File: config.mk
export PLATFORM = sky130hd
export DESIGN_NAME = score_event_scheduler
export DESIGN_NICKNAME = d
export VERILOG_FILES = /design/src/rtl/score_pkg.sv /design/src/rtl/score_fifo.sv /design/src/rtl/score_event_scheduler.sv
export SDC_FILE = /design/constraint.sdc
export NUM_CORES = 1
export LEC_CHECK = 0
export BUFFER_PORTS_ARGS = -buffer_cell sky130_fd_sc_hd__buf_2
export CAP_MARGIN = 25
export CELL_PAD_IN_SITES_DETAIL_PLACEMENT = 1
export CELL_PAD_IN_SITES_GLOBAL_PLACEMENT = 2
export CORE_ASPECT_RATIO = 0.75
export CORE_UTILIZATION = 35
export CTS_CLUSTER_DIAMETER = 120
export DETAILED_ROUTE_END_ITERATION = 10
export HOLD_SLACK_MARGIN = 0.15
export PLACE_DENSITY_LB_ADDON = 0.1
export SLEW_MARGIN = 20
export SYNTH_ARGS = -nofsm -noshare
export SYNTH_HDL_FRONTEND = slang
export SYNTH_SLANG_ARGS = --single-unit
File: constraint.sdc
create_clock -name clk -period 5.08 [get_ports clk]
set_clock_uncertainty 0.1 [all_clocks]
set_input_delay 1.016 -clock clk [delete_from_list [all_inputs] [get_ports clk]]
set_output_delay 1.016 -clock clk [all_outputs]
set_load 0.1 [all_outputs]
File: src/rtl/score_pkg.sv
// Shared types and defaults for the score event scheduler.
// Holds the issue-state enum, score-code type, requester count and popcount helper.
package score_pkg;

  localparam int NUM_REQ   = 4;
  localparam int DEPTH_DEF = 4;
  localparam int GAP_DEF   = 2;

  typedef logic [1:0] code_t;

  typedef enum logic [1:0] {
    S_IDLE,
    S_PULSE,
    S_GAP
  } issue_t;

  function automatic logic [2:0] pop4(input logic [3:0] v);
    return 3'(v[0]) + 3'(v[1]) + 3'(v[2]) + 3'(v[3]);
  endfunction

endpackage

File: src/rtl/score_fifo.sv
// Small synchronous FIFO holding granted score codes in grant order.
// Ports: clk, reset, clear, push, pop, din, dout, full, empty, count.
module score_fifo #(
  parameter int DEPTH = 4,
  parameter int W     = 2
) (
  input  logic                     clk,
  input  logic                     reset,
  input  logic                     clear,
  input  logic                     push,
  input  logic                     pop,
  input  logic [W-1:0]             din,
  output logic [W-1:0]             dout,
  output logic                     full,
  output logic                     empty,
  output logic [$clog2(DEPTH):0]   count
);

  localparam int AW = $clog2(DEPTH);
  localparam int CW = AW + 1;

  logic [W-1:0]  mem [DEPTH];
  logic [AW-1:0] wp;
  logic [AW-1:0] rp;
  logic          push_ok;
  logic          pop_ok;

  assign full    = (count == CW'(DEPTH));
  assign empty   = (count == '0);
  assign push_ok = push && !full;
  assign pop_ok  = pop && !empty;
  assign dout    = mem[rp];

  always_ff @(posedge clk) begin
    if (push_ok) mem[wp] <= din;
  end

  // Pointers are AW bits wide, so they wrap modulo DEPTH for free.
  always_ff @(posedge clk) begin
    if (reset || clear) begin
      wp    <= '0;
      rp    <= '0;
      count <= '0;
    end else begin
      if (push_ok) wp <= wp + 1'b1;
      if (pop_ok)  rp <= rp + 1'b1;
      count <= count + CW'(push_ok) - CW'(pop_ok);
    end
  end

endmodule

File: src/rtl/score_event_scheduler.sv
// Latches score hits from four requesters, arbitrates round-robin into a FIFO
// and issues spaced one-hot score pulses. Ports: clk, reset, clear, hit_valid,
// hit_value, score1..score4, pending_cnt, busy, dropped.
module score_event_scheduler
  import score_pkg::*;
#(
  parameter int DEPTH = DEPTH_DEF,
  parameter int GAP   = GAP_DEF
) (
  input  logic       clk,
  input  logic       reset,
  input  logic       clear,
  input  logic [3:0] hit_valid,
  input  logic [7:0] hit_value,
  output logic       score1,
  output logic       score2,
  output logic       score3,
  output logic       score4,
  output logic [3:0] pending_cnt,
  output logic       busy,
  output logic       dropped
);

  localparam int CW = $clog2(DEPTH) + 1;

  logic [NUM_REQ-1:0] lat_v;
  logic [NUM_REQ-1:0] lat_v_n;
  code_t              lat_c [NUM_REQ];
  logic [1:0]         rr;
  logic [1:0]         idx;
  logic               gnt_v;
  logic [1:0]         gnt_id;
  logic [NUM_REQ-1:0] gnt_oh;
  logic               drop_hit;

  issue_t             state;
  logic [2:0]         gcnt;
  logic [3:0]         pulse;

  logic               push;
  logic               pop;
  code_t              din;
  code_t              dout;
  logic               full;
  logic               empty;
  logic [CW-1:0]      count;
  logic [CW-1:0]      cnt_n;
  logic [3:0]         pend_n;
  logic               idle_n;

  // Round-robin search starting at rr; only one grant per edge.
  always_comb begin
    idx    = '0;
    gnt_v  = 1'b0;
    gnt_id = rr;
    for (int k = 0; k < NUM_REQ; k++) begin
      idx = rr + 2'(k);
      if (!gnt_v && lat_v[idx] && !full) begin
        gnt_v  = 1'b1;
        gnt_id = idx;
      end
    end
  end

  assign gnt_oh = gnt_v ? (4'(1) << gnt_id) : '0;
  assign push   = gnt_v;
  assign din    = lat_c[gnt_id];
  assign pop    = (state == S_IDLE) && !empty;

  // A granted latch frees this edge, so a simultaneous hit refills it.
  always_comb begin
    lat_v_n  = lat_v;
    drop_hit = 1'b0;
    for (int i = 0; i < NUM_REQ; i++) begin
      if (gnt_oh[i]) begin
        lat_v_n[i] = hit_valid[i];
      end else begin
        lat_v_n[i] = lat_v[i] | hit_valid[i];
        if (hit_valid[i] && lat_v[i]) drop_hit = 1'b1;
      end
    end
  end

  assign cnt_n  = count + CW'(push) - CW'(pop);
  assign pend_n = 4'(pop4(lat_v_n)) + 4'(cnt_n);
  assign idle_n = ((state == S_IDLE) && empty) ||
                  ((state == S_GAP) && (gcnt == '0));

  always_ff @(posedge clk) begin
    if (reset || clear) begin
      lat_v   <= '0;
      rr      <= '0;
      dropped <= 1'b0;
      for (int i = 0; i < NUM_REQ; i++) lat_c[i] <= '0;
    end else begin
      lat_v <= lat_v_n;
      for (int i = 0; i < NUM_REQ; i++) begin
        if (hit_valid[i] && (gnt_oh[i] || !lat_v[i]))
          lat_c[i] <= hit_value[2*i +: 2];
      end
      if (gnt_v)    rr      <= gnt_id + 2'd1;
      if (drop_hit) dropped <= 1'b1;
    end
  end

  always_ff @(posedge clk) begin
    if (reset || clear) begin
      state       <= S_IDLE;
      gcnt        <= '0;
      pulse       <= '0;
      pending_cnt <= '0;
      busy        <= 1'b0;
    end else begin
      pending_cnt <= pend_n;
      busy        <= (pend_n != '0) || !idle_n;
      unique case (state)
        S_IDLE: begin
          if (!empty) begin
            pulse <= 4'(1) << dout;
            state <= S_PULSE;
          end
        end
        S_PULSE: begin
          pulse <= '0;
          gcnt  <= 3'(GAP - 1);
          state <= S_GAP;
        end
        S_GAP: begin
          if (gcnt == '0) state <= S_IDLE;
          else            gcnt  <= gcnt - 3'd1;
        end
        default: state <= S_IDLE;
      endcase
    end
  end

  assign score1 = pulse[0];
  assign score2 = pulse[1];
  assign score3 = pulse[2];
  assign score4 = pulse[3];

  score_fifo #(
    .DEPTH (DEPTH),
    .W     (2)
  ) u_fifo (
    .clk   (clk),
    .reset (reset),
    .clear (clear),
    .push  (push),
    .pop   (pop),
    .din   (din),
    .dout  (dout),
    .full  (full),
    .empty (empty),
    .count (count)
  );

endmodule

# == Yosys cells after proc, flatten, opt, wreduce, memory -nomap -nowiden ==
# Memories as Yosys holds them, arrays and structs flattened. A register that Yosys moved wholly into a read port is not among the register bits.
# Index checks and enable logic that the tools add are counted.
# classes
n_addsub,15
mul,0
div,0
order_cmp,4
n_eq_ne,6
n_shift,2
n_mux,57
n_bitwise,8
reduce_logical,46
# ops
operator,n
2-to-1 mux 1 bit,36
2-to-1 mux 2 bit,11
logical AND 1 bit,20
"less-than comparator 2 x 3 -> 1 bit, second input constant",4
zero test 1 bit,10
adder 3 x 1 -> 3 bit,3
"adder 2 x 1 -> 2 bit, second input constant",4
binary-select mux 1 bit (select 2 bit),4
2-to-1 mux 4 bit,2
OR 1 bit,8
one-hot mux 4 bit (2 select lines),1
"left shift 1 x 2 -> 4 bit, first input constant",2
logical OR 1 bit,7
zero test 3 bit,2
one-hot mux 2 bit (3 select lines),1
one-hot mux 3 bit (2 select lines),1
AND reduction 2 bit,3
subtractor 3 x 1 -> 3 bit,2
"adder 2 bit, second input constant",2
adder 3 x 3 -> 4 bit,1
"!= test 2 bit, second input constant",2
nonzero test 2 bit,2
nonzero test 4 bit,1
adder 2 x 1 -> 3 bit,1
8 further kinds,8
# word_totals
register_bits,28
latch_bits,0
mem_bits_rw,16
romBits,0
output_inout_bits,10
word_cells,151
mem_count,2
# mem_list
memory,depth,word_bits,read_ports,rd_clocked_by_memory_dff,write_ports,line_no,source
lat_c,4,2,1,0,4,score_event_scheduler.sv:28,code_t lat_c [NUM_REQ];
u_fifo.mem,4,2,1,1,1,score_fifo.sv:22,logic [W-1:0] mem [DEPTH];

# == Longest topological paths before layout ==
# Gate-level depths: netlist (run 1).
# logic_depth
word_depth,25
ltp_mapped,18

# == By module ==
# Synthesis (run 1) repeated with hierarchy kept, for this count alone.
# hier_totals
hier_cells,261
hier_area_um2,2642.5
# by_module_without_submodules
module,n_inst,cells_per_inst,area_each_um2
score_event_scheduler,1,201,1870.5
score_fifo,1,60,772.0

# == Least setup slack after synthesis (run 1) ==
# No wires, ideal clock.
# synth_path
path_kind,register to register
from,register u_fifo.count[1]
to,register busy
t_arrival_ps,3813
path_slack_ps,1040
path_stages_with_launch,17
path_buffers,0
period_less_slack_ps,4040
cell_sequence,dfxtp_1 -> nor3b_4 -> o31ai_2 -> a221oi_2 -> o22a_2 -> ha_1 -> nand2_1 -> nand2_1 -> nand2b_1 -> fa_1 -> inv_1 -> fa_1 -> fa_1 -> nand2_1 -> nor3_1 -> nor2_1 -> or3_1
# synth_via
elab_chain_cells,25
# synth_lines
element,line_no,source
from (decl),score_fifo.sv:16,output logic [$clog2(DEPTH):0] count
from (signal assigned),score_fifo.sv:47,count <= count + CW'(push_ok) - CW'(pop_ok);
== test 3 bit *,score_fifo.sv:28,assign full = (count == CW'(DEPTH));
zero test 1 bit *,score_event_scheduler.sv:58,if (!gnt_v && lat_v[idx] && !full) begin
logical AND 1 bit,score_event_scheduler.sv:58,
2-to-1 mux 1 bit,score_event_scheduler.sv:58,
zero test 1 bit,score_event_scheduler.sv:58,
logical AND 1 bit (2 in a row),score_event_scheduler.sv:58,
2-to-1 mux 1 bit,score_event_scheduler.sv:58,
zero test 1 bit,score_event_scheduler.sv:58,
(+9 left out),--,
2-to-1 mux 1 bit *,score_event_scheduler.sv:75,if (gnt_oh[i]) begin
via lat_v_n[1],score_event_scheduler.sv:27,logic [NUM_REQ-1:0] lat_v_n;
adder 1 x 1 -> 2 bit *,score_pkg.sv:18,return 3'(v[0]) + 3'(v[1]) + 3'(v[2]) + 3'(v[3]);
adder 2 x 1 -> 3 bit *,score_pkg.sv:18,
adder 3 x 1 -> 3 bit *,score_pkg.sv:18,
adder 3 x 3 -> 4 bit *,score_event_scheduler.sv:85,assign pend_n = 4'(pop4(lat_v_n)) + 4'(cnt_n);
nonzero test 4 bit *,score_event_scheduler.sv:115,busy <= (pend_n != '0) || !idle_n;
logical OR 1 bit *,score_event_scheduler.sv:115,
to (signal assigned),score_event_scheduler.sv:115,
to (decl),score_event_scheduler.sv:20,"output logic busy,"
# The timed path passes the listed nets; every way through them passes the cells marked *.
# A chain may end at the register's enable or synchronous reset.

# == Worst setup path in the final report (run 1) ==
# layout_path
from,register rr[1]
to,register busy
# layout_via
elab_chain_cells,25
# layout_lines
element,line_no,source
from (decl),score_event_scheduler.sv:29,logic [1:0] rr;
from (signal assigned),score_event_scheduler.sv:101,if (gnt_v) rr <= gnt_id + 2'd1;
"parallel branches: the longest is 17 deep, another holds adder 2 x 1 -> 2 bit",--,
2-to-1 mux 4 bit *,score_event_scheduler.sv:65,assign gnt_oh = gnt_v ? (4'(1) << gnt_id) : '0;
2-to-1 mux 1 bit *,score_event_scheduler.sv:75,
via lat_v_n[0],score_event_scheduler.sv:27,
adder 1 x 1 -> 2 bit *,score_pkg.sv:18,
adder 2 x 1 -> 3 bit *,score_pkg.sv:18,
adder 3 x 1 -> 3 bit *,score_pkg.sv:18,
adder 3 x 3 -> 4 bit *,score_event_scheduler.sv:85,
nonzero test 4 bit *,score_event_scheduler.sv:115,
logical OR 1 bit *,score_event_scheduler.sv:115,
# Mark *: on every way through the listed nets, which the timed path passes. The select of a mux whose other input is x is not followed.

==> impl_metrics.yaml, run 1 <==
routing:
  vias: 1711
  first_pass_iters: 6
  drcViolationCount: 0
  detail_route.iter0.violations: 50
  wl_per_cell_um: 14.0
  routed_wl_um: 4970
  postRouteAntennaNets: 0
  routed.top_layer: "met4"
  viasPerCell: 4.83
  routed-wl-met3_um: 155
  wl_met1_um: 2760
  wl_met2_um: 1980
global_routing:
  antenna_found_initial: 0
  overflow: 0
  grt_usage_pct: 15.2
  grt_start_max_net_pins: 28
  grt_pass1_wl_um: 8380
  grt_pass1_vias: 1710
worst_setup_path:
  critPathLaunchType: "flop"
  crit_path_start: "rr[1]"
  worstRegToRegCells: 16
  crit_arrival_ns: 4.55
  worstSetupPathType: "flop to flop"
  r2r-end: "busy"
  endpoint_kind: "flop"
  cp_max_fo: 7
  regToRegSetupSlack_ns: 0.62
  r2r_start: "rr[1]"
  crit_end: "busy"
  required_ns: 5.17
floorplan:
  rows: 25
  core_mm2: 0.00651
  die_height_um: 74.2
  dieArea_mm2: 0.00729
  die_w_um: 98.3
  io_pins: 25
  initial_core_util_pct: 37.4
clock_tree:
  clk_latency_ns: 0.31
  cts_inserted_buffers: 5
  clock_sinks: 46
  clockBufferDepth: 2
  clockRootBuffer: "clkbuf_8"
  hold_buffers: 0
  clk_pin_slew_ns: 0.09
  cts_max_level: 2
  cts_tree: "built"
  cts_setup_buffers: 0
  cts_resized: 0
pwr:
  power_density_mw_per_mm2: 546
  power.leakage_nw: 1.13
  peakVddDrop_v: 0.000182
synthesis:
  synthesis.nets: 284
  synth_top_area_share_pct: 24.7
  syn_inst: 250
  yosysWarnings: 0
  syn_avg_cell_area_um2: 9.73
  synthFlopType: "dfxtp_1"
  synth.ff_latch_count: 46
  synth_edf_count: 16
  syn_area_mm2: 0.00243
  ys_seq_area_share_pct: 44.4
  synth_area_leaders: "dfxtp_1 (25%), edfxtp_1 (20%), ha_1 (7.2%)"
  async_flop_share_pct: 0
  synth_top_area_cell: "dfxtp_1"
  synth_cell_types: 41
final_layout:
  num_antenna_cells: 0
  multi_input_area_mm2: 0.00119
  final_cell_mix: "nor2_1 (40), dfxtp_1 (30), inv_1 (28), nand2_1 (24), buf_2 (24)"
  finalNetCount: 306
  n_fill_cell: 762
  seqCellArea_mm2: 0.00108
  layout_commonest_cell: "nor2_1"
  stdcell_area_mm2: 0.00270
  area_delta_synth_final_pct: 11.1
  drive_gt1_share_pct: 16.8
worst_hold_path:
  hp-class: "flop to flop"
  hp-start: "pulse[3]"
timing:
  max_slew_margin_pct: 49.5
  fin_tns_setup_ns: 0
  setup_ws_ns: 0.616
  tightest_slew_ns: 0.748
  fin_crit_sh_pct: 87.9
  hold_viol: 0
  timing.fmax_mhz: 224
  rsz0062_at_grt: "false"
  hold_slack_ns: 0.395
  drv_slew: 0
  finalSetupViolCount: 0
  layout_min_cycle_time_ns: 4.46
placed_design:
  port_buffers: 24
  place_congestion: 0.787
  place_ws_ns: 0.585
  place_area_mm2: 0.00261
  dp_hpwl_um: 3790
job:
  drv_cap: 0
status:
  outcome: "finished clean"
-- flip-flops by register name, summed over array words and instances (netlist names), 3 cells and up, named ones only --
signal and cells:
gcnt 3, lat_c 8, lat_v 4, pending_cnt 4
pulse 4, u_fifo.count 3, u_fifo.mem 8
-- metrics by stage --
step	util (%)	total power, mW	instances
after detailed placement	40.2	1.26	346
after CTS	41.6	1.51	354
final	41.6	1.48	354
after floorplan	-	1.11	250
after global routing	41.6	1.61	354
after global placement	40.2	1.26	346
-- cells in the mapped netlist, types with 2 or more instances --
| library cell | n |
|---|---|
| inv_1 | 28 |
| nand3_1 | 4 |
| a22oi_1 | 2 |
| o41ai_4 | 2 |
| edfxtp_1 | 16 |
| nand2_1 | 24 |
| xor2_1 | 2 |
| o22a_1 | 2 |
| a31oi_1 | 3 |
| or3_1 | 3 |
| clkbuf_1 | 4 |
| o22ai_1 | 2 |
| a21oi_1 | 12 |
| buf_2 | 4 |
| ha_1 | 14 |
| nor3_1 | 7 |
| mux4_2 | 2 |
| o21ai_0 | 3 |
| and2_1 | 7 |
| a221oi_2 | 2 |
| xnor2_1 | 5 |
| nor2_1 | 40 |
| nand2b_1 | 2 |
| mux2i_1 | 9 |
| fa_1 | 5 |
| dfxtp_1 | 30 |
| nor2b_1 | 2 |
-- cell families after synthesis --
group,after synthesis,share of synthesized area [%]
xor gates and xnor gates,7,2.52
muxes,12,6.17
and+or+nand+nor,93,17.5
DFF,46,44.4
adders and majority gates,19,11.3
AOI/OAI and AO/OA,34,11.5
buffers and inverters,39,6.53
-- per-layer routing --
layer | up-vias | track usage, %
li1 | 874 | -
met1 | 803 | 21.6
met2 | 27 | 22.8
met3 | 7 | 3.38
met4 | 0 | 5.47
met5 | - | 0
-- critical path, stage by stage, from the launching register on --
cell and delay, ns:
dfxtp_1 0.58, mux2_4 0.36, o41ai_4 0.37, o41ai_4 0.22, inv_2 0.10, ha_1 0.14
nand2_1 0.05, nand2_1 0.19, nand2_1 0.12, fa_1 0.54, inv_1 0.05, fa_1 0.42
fa_1 0.52, nand2_1 0.06, nor3_1 0.13, nor2_1 0.05, or3_1 0.35
-- power breakdown --
group,internal (mW),leakage (nW),switching [mW]
Combinational,0.282,0.673,0.477
Clock,0.0990,0.0451,0.135
Sequential,0.437,0.412,0.0460
Total,0.818,1.13,0.659
-- layout make-up --
type | count | share of cell area [%]
multi-input cells | 165 | 44.1
repair buffers | 25 | 4.72
well taps | 81 | 3.75
flip-flops and latches | 46 | 40.0
inverters | 29 | 4.03
clock buffers | 5 | 2.55
clock inverters | 3 | 0.833
-- worst min-delay path by stage --
stage,cells past startpoint,endpoint
2_1_floorplan,2,gcnt[0]
3_3_place_gp,2,pulse[0]
3_5_place_dp,2,pulse[3]
4_1_cts,2,pulse[3]
5_1_grt,2,pulse[3]
6_report,2,pulse[3]
Note: power is estimated with default switching activity, not from simulation.
==> inputs of run 2 (changes only) <==
- CORE_UTILIZATION: 35 -> 37
- clock period: 5.08 -> 4.29 ns (I/O delays scaled with it)
==> run 2 against run 1 <==
Net effect: clock power is 19% higher; count of clock-buffer cells in the layout stayed put; highest routed layer unchanged; maximum frequency is 11% higher; first-iteration DRC count is 8.0% lower; critical endpoint unchanged; critical path depth is 1 higher; sequential share of layout area is 1.3 points lower; hold slack better by 0.011 ns; sequential power is 16% higher; via count is 0.99% higher; register-to-register slack worse by 0.35 ns.
==> impl_metrics.yaml, run 2 (synthesis results as in run 1) <==
worst_setup_path:
  endpoint_kind: "flop"
  cp_max_fo: 5
  worstRegToRegCells: 17
  r2r-end: "busy"
  slowest_delay_ns: 0.52
  crit_arrival_ns: 4.12
  path_cells: "nor3b_4 > buf_4 > o31ai_4 > a221oi_2 > o22a_2 > ha_1 > nand2_1 > nand2_1 > nand2b_1 > fa_1 > inv_1 > fa_1 > fa_1 > nand2_1 > nor3_2 > nor2_1 > or3_1"
  required_ns: 4.39
  worstSetupPathType: "flop to flop"
  regToRegSetupSlack_ns: 0.27
  critPathLaunchType: "flop"
  crit_path_start: "u_fifo.count[0]"
  r2r_start: "u_fifo.count[0]"
  crit_slowest_cell: "fa_1"
worst_hold_path:
  holdPathEnd: "pulse[3]"
  hp-class: "flop to flop"
  holdPathStages: 2
  hp-start: "pulse[3]"
placed_design:
  port_buffers: 24
  place_ws_ns: 0.154
  place_congestion: 0.852
  place_area_mm2: 0.00267
  dp_hpwl_um: 3970
  dpl.cell_count: 354
clock_tree:
  hold_buffers: 0
  clk_latency_ns: 0.30
  clockRootBuffer: "clkbuf_8"
  cts_tree: "built"
  cts_max_level: 2
  clockBufferDepth: 2
  cts_inserted_buffers: 5
  clock_sinks: 46
  clk_pin_slew_ns: 0.10
pwr:
  power_density_mw_per_mm2: 644
  peakVddDrop_v: 0.000246
  total_power_mw: 1.80
  power.leakage_nw: 1.19
floorplan:
  initial_core_util_pct: 38.5
  rows: 25
  dieArea_mm2: 0.00691
  core_mm2: 0.00632
  io_pins: 25
  die_height_um: 72.2
  die_w_um: 95.6
job:
  drv_cap: 0
final_layout:
  area_delta_synth_final_pct: 15.1
  fin_util_pct: 44.3
  final_cells: 364
  finalNetCount: 316
  layout_commonest_cell: "nor2_1"
  drive_gt1_share_pct: 21.9
  stdcell_area_mm2: 0.00280
  num_antenna_cells: 0
  top_regs: "lat_c x8, u_fifo.mem x8"
  final_cell_mix: "nor2_1 (38), inv_1 (28), dfxtp_1 (27), nand2_1 (24), buf_2 (24)"
routing:
  drcViolationCount: 0
  detail_route.iter0.violations: 46
  vias: 1728
  postRouteAntennaNets: 0
  viasPerCell: 4.75
  routed_wl_um: 5130
  first_pass_iters: 4
  wl_per_cell_um: 14.1
global_routing:
  grt_pass1_vias: 1736
  met3_usage_pct: 3.77
  grt_usage_pct: 16.6
  grt_use_met2_pct: 23.8
  grt_util_met1_pct: 25.4
  overflow: 0
  grt_pass1_wl_um: 8580
  antenna_found_initial: 0
  busiest_layer: "met1"
  grt_start_max_net_pins: 28
timing:
  tightest_slew_ns: 0.822
  hold_slack_ns: 0.405
  timing.fmax_mhz: 248
  fin_tns_setup_ns: 0
  max_slew_margin_pct: 44.5
  layout_min_cycle_time_ns: 4.02
  finalSetupViolCount: 0
  setup_ws_ns: 0.265
  fin_crit_sh_pct: 93.8
  hold_viol: 0
  drv_slew: 0
  rsz0062_at_grt: "false"
status:
  outcome: "finished clean"
[run 2: how the worst max path moves through the flow]
stage | endpoint | slack, ns
2_1_floorplan | busy | 0.25
3_3_place_gp | busy | 0.25
3_5_place_dp | busy | 0.15
4_1_cts | busy | 0.15
5_1_grt | busy | 0.005
6_report | busy | 0.27
[run 2: layout make-up]
| class | instances | area, um2 |
|---|---|---|
| multi-input cells | 165 | 1210 |
| well taps | 81 | 101 |
| fillers | 732 | 3520 |
| clock inverters | 3 | 22.5 |
| flip-flops and latches | 46 | 1080 |
| repair buffers | 35 | 203 |
| inverters | 29 | 109 |
| clock buffers | 5 | 68.8 |
[run 2: what timing repair did]
action                     in CTS  in global routing
setup endpoints to repair       0                  1
buffers inserted                0                  2
resized for setup               0                  7
[run 2: report_power, final]
part	switching (mW)	internal (mW)	leakage [nW]
sequential	0.0403	0.519	0.413
clock	0.161	0.117	0.0451
combinational	0.598	0.369	0.729
[run 2: critical path: cells and delay by family, from the launching register on]
kind	cells	cell delay, ns
adder cells (fa/ha/maj)	4	1.62
AND/OR/NAND/NOR	8	1.04
AO/OA/AOI/OAI	3	0.57
flip-flops	1	0.36
buffers and inverters	2	0.24
[run 2: per-layer routing]
layer  part of all wire [%]  vias up  wire length (um)
met1                     56      802              2900
met3                    2.8        2               142
li1                       -      901                 -
met4                   0.27        0                14
met2                     40       23              2070
met5                      0        -                 0
